### src/rtl/arm_ctrl_pkg.sv
// Shared encodings for the ARM-subset control path: modes, opcodes, ALU commands,
// condition codes, NZCV bit positions and the per-stage control bundle.
package arm_ctrl_pkg;

    localparam logic [1:0] MODE_DP  = 2'b00;
    localparam logic [1:0] MODE_MEM = 2'b01;
    localparam logic [1:0] MODE_BR  = 2'b10;

    localparam logic [3:0] OP_AND  = 4'b0000;
    localparam logic [3:0] OP_EOR  = 4'b0001;
    localparam logic [3:0] OP_SUB  = 4'b0010;
    localparam logic [3:0] OP_ADD  = 4'b0100;
    localparam logic [3:0] OP_ADC  = 4'b0101;
    localparam logic [3:0] OP_SBC  = 4'b0110;
    localparam logic [3:0] OP_TST  = 4'b1000;
    localparam logic [3:0] OP_CMP  = 4'b1010;
    localparam logic [3:0] OP_ORR  = 4'b1100;
    localparam logic [3:0] OP_MOV  = 4'b1101;
    localparam logic [3:0] OP_MVN  = 4'b1111;
    localparam logic [3:0] OP_LDST = 4'b0100;

    localparam logic [3:0] EXE_NOP = 4'b0000;
    localparam logic [3:0] EXE_MOV = 4'b0001;
    localparam logic [3:0] EXE_ADD = 4'b0010;
    localparam logic [3:0] EXE_ADC = 4'b0011;
    localparam logic [3:0] EXE_SUB = 4'b0100;
    localparam logic [3:0] EXE_SBC = 4'b0101;
    localparam logic [3:0] EXE_AND = 4'b0110;
    localparam logic [3:0] EXE_ORR = 4'b0111;
    localparam logic [3:0] EXE_EOR = 4'b1000;
    localparam logic [3:0] EXE_MVN = 4'b1001;

    localparam logic [3:0] COND_EQ = 4'b0000;
    localparam logic [3:0] COND_NE = 4'b0001;
    localparam logic [3:0] COND_CS = 4'b0010;
    localparam logic [3:0] COND_CC = 4'b0011;
    localparam logic [3:0] COND_MI = 4'b0100;
    localparam logic [3:0] COND_PL = 4'b0101;
    localparam logic [3:0] COND_VS = 4'b0110;
    localparam logic [3:0] COND_VC = 4'b0111;
    localparam logic [3:0] COND_HI = 4'b1000;
    localparam logic [3:0] COND_LS = 4'b1001;
    localparam logic [3:0] COND_GE = 4'b1010;
    localparam logic [3:0] COND_LT = 4'b1011;
    localparam logic [3:0] COND_GT = 4'b1100;
    localparam logic [3:0] COND_LE = 4'b1101;
    localparam logic [3:0] COND_AL = 4'b1110;

    localparam int NZCV_N = 3;
    localparam int NZCV_Z = 2;
    localparam int NZCV_C = 1;
    localparam int NZCV_V = 0;

    typedef struct packed {
        logic       valid;
        logic [3:0] exec;
        logic       mem_r;
        logic       mem_w;
        logic       wb;
        logic       br;
        logic       swe;
        logic       illegal;
    } ctrl_t;

endpackage

### src/rtl/control_unit_pipe_cond_check.sv
// ARM condition evaluation against {N,Z,C,V}; combinational so the EXE stage can reuse it.
module cond_check
    import arm_ctrl_pkg::*;
(
    input  logic [3:0] cond,
    input  logic [3:0] status,
    output logic       pass
);

    logic n, z, c, v;

    assign n = status[NZCV_N];
    assign z = status[NZCV_Z];
    assign c = status[NZCV_C];
    assign v = status[NZCV_V];

    always_comb begin
        pass = 1'b0;
        case (cond)
            COND_EQ: pass = z;
            COND_NE: pass = ~z;
            COND_CS: pass = c;
            COND_CC: pass = ~c;
            COND_MI: pass = n;
            COND_PL: pass = ~n;
            COND_VS: pass = v;
            COND_VC: pass = ~v;
            COND_HI: pass = c & ~z;
            COND_LS: pass = ~c | z;
            COND_GE: pass = (n == v);
            COND_LT: pass = (n != v);
            COND_GT: pass = ~z & (n == v);
            COND_LE: pass = z | (n != v);
            COND_AL: pass = 1'b1;
            default: pass = 1'b0;
        endcase
    end

endmodule

### src/rtl/control_unit_pipe.sv
// Registered ID-stage control decoder: decode, condition gating, DEPTH-stage pipe with
// freeze/flush, and branch-shadow squashing.
module control_unit_pipe
    import arm_ctrl_pkg::*;
#(
    parameter int DEPTH    = 1,
    parameter int SHADOW   = 1,
    parameter int EXEC_W   = 4,
    parameter int MODE_W   = 2,
    parameter int OPCODE_W = 4
) (
    input  logic                clk,
    input  logic                rst,
    input  logic                in_valid,
    input  logic [MODE_W-1:0]   mode,
    input  logic [OPCODE_W-1:0] opcode,
    input  logic                s,
    input  logic [3:0]          cond,
    input  logic [3:0]          status,
    input  logic                freeze,
    input  logic                flush,
    output logic                out_valid,
    output logic [EXEC_W-1:0]   exec_command,
    output logic                mem_read,
    output logic                mem_write,
    output logic                wb_enable,
    output logic                branch,
    output logic                status_write_enable,
    output logic                illegal
);

    localparam int CNT_W = 3;

    logic [1:0]       mode_f;
    logic [3:0]       op_f;
    logic             pass;
    logic             squash;
    logic [CNT_W-1:0] shadow_cnt;
    ctrl_t            raw_c;
    ctrl_t            dec_c;
    ctrl_t            stage_in [DEPTH];
    ctrl_t            ctrl_p   [DEPTH];
    ctrl_t            last;

    assign mode_f = 2'(mode);
    assign op_f   = 4'(opcode);
    assign squash = (shadow_cnt != '0);

    cond_check u_cond_check (
        .cond   (cond),
        .status (status),
        .pass   (pass)
    );

    always_comb begin
        raw_c = '0;
        case (mode_f)
            MODE_DP: begin
                raw_c.wb  = 1'b1;
                raw_c.swe = s;
                case (op_f)
                    OP_MOV:  raw_c.exec = EXE_MOV;
                    OP_MVN:  raw_c.exec = EXE_MVN;
                    OP_ADD:  raw_c.exec = EXE_ADD;
                    OP_ADC:  raw_c.exec = EXE_ADC;
                    OP_SUB:  raw_c.exec = EXE_SUB;
                    OP_SBC:  raw_c.exec = EXE_SBC;
                    OP_AND:  raw_c.exec = EXE_AND;
                    OP_ORR:  raw_c.exec = EXE_ORR;
                    OP_EOR:  raw_c.exec = EXE_EOR;
                    OP_CMP: begin
                        raw_c.exec = EXE_SUB;
                        raw_c.wb   = 1'b0;
                        raw_c.swe  = 1'b1;
                    end
                    OP_TST: begin
                        raw_c.exec = EXE_AND;
                        raw_c.wb   = 1'b0;
                        raw_c.swe  = 1'b1;
                    end
                    default: begin
                        raw_c.wb      = 1'b0;
                        raw_c.swe     = 1'b0;
                        raw_c.illegal = 1'b1;
                    end
                endcase
            end
            MODE_MEM: begin
                if (op_f == OP_LDST) begin
                    raw_c.exec  = EXE_ADD;
                    raw_c.mem_r = s;
                    raw_c.mem_w = ~s;
                    raw_c.wb    = s;
                end else begin
                    raw_c.illegal = 1'b1;
                end
            end
            MODE_BR:  raw_c.br      = 1'b1;
            default:  raw_c.illegal = 1'b1;
        endcase
    end

    // Condition failure or undefined encoding kills every enable but keeps the slot valid.
    always_comb begin
        dec_c         = '0;
        dec_c.valid   = in_valid & ~squash;
        dec_c.illegal = raw_c.illegal & pass;
        if (pass && !raw_c.illegal) begin
            dec_c.exec  = raw_c.exec;
            dec_c.mem_r = raw_c.mem_r;
            dec_c.mem_w = raw_c.mem_w;
            dec_c.wb    = raw_c.wb;
            dec_c.br    = raw_c.br;
            dec_c.swe   = raw_c.swe;
        end
    end

    for (genvar k = 0; k < DEPTH; k++) begin : g_stage
        if (k == 0) begin : g_first
            assign stage_in[k] = dec_c;
        end else begin : g_next
            assign stage_in[k] = ctrl_p[k-1];
        end

        // Only the valid bit is reset; payload is ignored while invalid.
        always_ff @(posedge clk) begin
            if (rst) begin
                ctrl_p[k].valid <= 1'b0;
            end else if (flush) begin
                ctrl_p[k].valid <= 1'b0;
            end else if (!freeze) begin
                ctrl_p[k] <= stage_in[k];
            end
        end
    end

    // Counter only reloads from an unsquashed branch, so a branch in the shadow cannot extend it.
    always_ff @(posedge clk) begin
        if (rst || flush) begin
            shadow_cnt <= '0;
        end else if (!freeze && in_valid) begin
            if (squash) begin
                shadow_cnt <= shadow_cnt - 1'b1;
            end else if (dec_c.br) begin
                shadow_cnt <= CNT_W'(SHADOW);
            end
        end
    end

    assign last = ctrl_p[DEPTH-1];

    always_comb begin
        out_valid           = last.valid;
        exec_command        = '0;
        mem_read            = 1'b0;
        mem_write           = 1'b0;
        wb_enable           = 1'b0;
        branch              = 1'b0;
        status_write_enable = 1'b0;
        illegal             = 1'b0;
        if (last.valid) begin
            exec_command        = EXEC_W'(last.exec);
            mem_read            = last.mem_r;
            mem_write           = last.mem_w;
            wb_enable           = last.wb;
            branch              = last.br;
            status_write_enable = last.swe;
            illegal             = last.illegal;
        end
    end

endmodule

### config.mk
export PLATFORM = sky130hd
export DESIGN_NAME = control_unit_pipe
export DESIGN_NICKNAME = d
export VERILOG_FILES = /design/src/rtl/arm_ctrl_pkg.sv /design/src/rtl/control_unit_pipe_cond_check.sv /design/src/rtl/control_unit_pipe.sv
export SDC_FILE = /design/constraint.sdc
export NUM_CORES = 1
export LEC_CHECK = 0
export CORE_MARGIN = 3
export CORE_UTILIZATION = 35
export CTS_CLUSTER_SIZE = 24
export DETAILED_ROUTE_END_ITERATION = 7
export GPL_TIMING_DRIVEN = 0
export SETUP_SLACK_MARGIN = 0.1
export SLEW_MARGIN = 20
export SYNTH_ARGS = -nofsm -noshare
export SYNTH_HDL_FRONTEND = slang
export SYNTH_SLANG_ARGS = --single-unit
### constraint.sdc
create_clock -name clk -period 2.1 [get_ports clk]
set_clock_uncertainty 0.05 [all_clocks]
set_input_delay 0.315 -clock clk [delete_from_list [all_inputs] [get_ports clk]]
set_output_delay 0.315 -clock clk [all_outputs]
set_load 0.05 [all_outputs]
==> reports/qor.txt <==
Status = finished clean
Post-Syn Instances = 123
CTS clk-pin slew, worst paths = 0.08 ns
Total of max-cap violations = 0
Die Width = 62.6 um
1st-iter DRT viols = 28
Origin of the worst setup path = cond[3]
Sequential area share after synthesis = 34.9%
Starting density of the core = 38.6%
DIE HEIGHT = 62.6 um
Max clock buf depth = 2
Total Die Area = 0.00391 mm2
Commonest non-fill, non-tap cell in the layout = dlygate4sd2_1
Core area = 0.00290 mm2
Ys Warns = 0
CTS Buf Count = 3
Avg Cell Area, Syn = 9.10 um2
Final hold violations = 0
Post-Syn Area = 0.00112 mm2
Final Critical Period = 1.92 ns
Synthesized Nets = 145
Hold Buf Count CTS = 0
IO Count = 31
Relative slew slack = 59.7%
Slew Viols, Final = 0
H-Tree Level Count = 1
Comb pwr share = 29.9%
Largest net degree at the start of global routing = 13
Arrival @ worst endpoint = 1.95 ns
Routed wire length per instance = 12.0 um
Startpoint types = primary input
#FFs+latches synth = 14
Critical Path RT = 2.13 ns
DRC = 0
CTS tree = yes
Pint = 497 uW
Final Non-Filler Cells = 198
Seq pwr share = 43.4%
Post-synthesis cell type count = 45
Final setup margin = 0.181 ns
Inserted Diodes = 0
Switch share = 30.3%
Antenna Nets Post-Route = 0
PD cells = 466 mW/mm2
Vias = 1008
Asr flop ratio synth = 0%
Crit path capture type = register
Clock Latency Late Sink = 0.28 ns
DRT Wirelength = 2380 um
First-pass GRT wire length = 3890 um
Total Nets Final = 179
Placed cells = 190
Worst setup path class = in -> reg
IO Port Bufs = 25
Switching power = 216 uW
Worst min-delay path category = reg -> reg
Initial antenna violation count = 0
Grt total ovfl = 0
# setup viols final = 0
Most frequent cells in the layout = dlygate4sd2_1, and2_1, edfxtp_1, clkdlybuf4s50_1
Actual slew at the worst max-slew pin = 0.603 ns
HP Start = shadow_cnt[0]
Root Buffer = clkbuf_4
GRT Util Overall = 12.0%
LEAKAGE = 0.620 nW
Clock sink count = 14
Critical Path Max Stage Delay = 0.44 ns
Reg2Reg Launch Point = shadow_cnt[0]
Row Count = 19
Detailed Routing Iterations Pass 1 = 4
Vias in the first global route = 902
Crit-path max FO = 5
Clock power frac = 26.7%
Place WS = -0.484 ns
Via/cell ratio = 5.09
Final period utilization = 91.4%
Worst-case vdd ir drop = 167 uV
F_max = 521 MHz
Number of flops mapped to enable cells by yosys = 11
Area grow syn2layout = 36.6%
RSZ-0062 raised after global routing = false
Layout cells sized above 1 = 18.6%
Routability congestion estimate = 0.790
Prevailing post-synth register cell = edfxtp_1
DP HPWL = 1750 um
Slowest-stage cell, CP = or3b_2
Critical path cell sequence = dlygate4sd2_1 -> clkbuf_8 -> or3b_2 -> o22ai_2 -> a311oi_2 -> nand3_2 -> nand2_4 -> a2111oi_4
## area by class of cell
type                       instances  area, um2
fill                             278       1370
timing repair buffer              28        264
tap                               42       52.6
multi-input combinational         96        712
inverter                           6       22.5
buffer                             8       52.6
clock buffer                       4       36.3
sequential                        14        390
## state kept, by name, indices dropped and copies added, names as in the netlist
| name | cells |
|---|---|
| shadow_cnt | 3 |
| ctrl_p | 11 |
## cell families after synthesis
| group | count (synthesis) | synth area share (%) |
|---|---|---|
| multiplexers | 5 | 4.69 |
| buffers and inverters | 14 | 5.70 |
| adder cells (fa/ha/maj) | 3 | 3.13 |
| flip-flops | 14 | 34.9 |
| XOR/XNOR | 3 | 2.35 |
| AO/OA/AOI/OAI | 25 | 17.1 |
| AND/OR/NAND/NOR | 59 | 32.2 |
## path summary, 6_finish.rpt
| check | cells past startpoint | slack, ns | to |
|---|---|---|---|
| max | 8 | 0.18 | ctrl_p[0][8] |
| min | 2 | 0.46 | shadow_cnt[0] |
| max reg2reg | 5 | 0.76 | shadow_cnt[0] |
| min reg2reg | 2 | 0.46 | shadow_cnt[0] |
## per-stage QoR
| stage | setup TNS (ns) | hold slack [ns] | instance area, um2 | util (%) | power (mW) |
|---|---|---|---|---|---|
| 2_1_floorplan | 0 | 0.404 | 1120 | - | 0.450 |
| 3_3_place_gp | -3.95 | 0.418 | 1430 | 49.2 | 0.520 |
| 3_5_place_dp | -4.18 | 0.438 | 1430 | 49.2 | 0.523 |
| 4_1_cts | 0 | 0.453 | 1490 | 51.3 | 0.710 |
| 5_1_grt | 0 | 0.511 | 1530 | 52.8 | 0.753 |
| 6_report | 0 | 0.457 | 1530 | 52.8 | 0.713 |
## power groups by stage
stage	logic, mW	registers, mW	clock network [mW]
final	0.213	0.310	0.190
after global routing	0.228	0.311	0.213
after CTS	0.206	0.310	0.194
after detailed placement	0.206	0.316	0
after global placement	0.204	0.316	0
after floorplan	0.131	0.319	0
## cells in the mapped netlist (2+ instances only)
master / number / area [um2]
and2_1: 11 / 68.8
clkbuf_2: 3 / 15.0
and3b_1: 2 / 17.5
ha_1: 2 / 25.0
nor2_1: 7 / 26.3
nand2_1: 7 / 26.3
edfxtp_1: 11 / 330
nor3b_1: 2 / 15.0
and3_1: 3 / 18.8
clkbuf_1: 4 / 15.0
mux2_2: 2 / 22.5
o21ai_0: 8 / 40.0
mux2i_1: 3 / 30.0
nor3_1: 7 / 35.0
a22oi_1: 2 / 15.0
nor2b_1: 5 / 31.3
xnor2_1: 2 / 17.5
dfxtp_1: 3 / 60.1
inv_1: 6 / 22.5
nand3_1: 2 / 10.0
a21oi_1: 4 / 20.0
nor4_1: 2 / 12.5
nand2b_1: 3 / 18.8
## layer usage
metal  GRT usage (%)  wire (um)
met5               0          0
met4            7.44         53
met3            1.98        102
met2            20.2       1180
met1            14.2       1040
## repair_timing
action | CTS | global route
resized for setup | 17 | 12
cloned | 1 | 0
buffers inserted | 2 | 1
pin swaps | 6 | 7
endpoints found under the setup margin | 23 | 14
## critical path: cells and delay by family
family,cells,cell delay [ns]
AND/OR/NAND/NOR,3,0.69
buffers and inverters,2,0.38
AO/OA/AOI/OAI,3,0.58
Power figures use the tool's default switching activity.
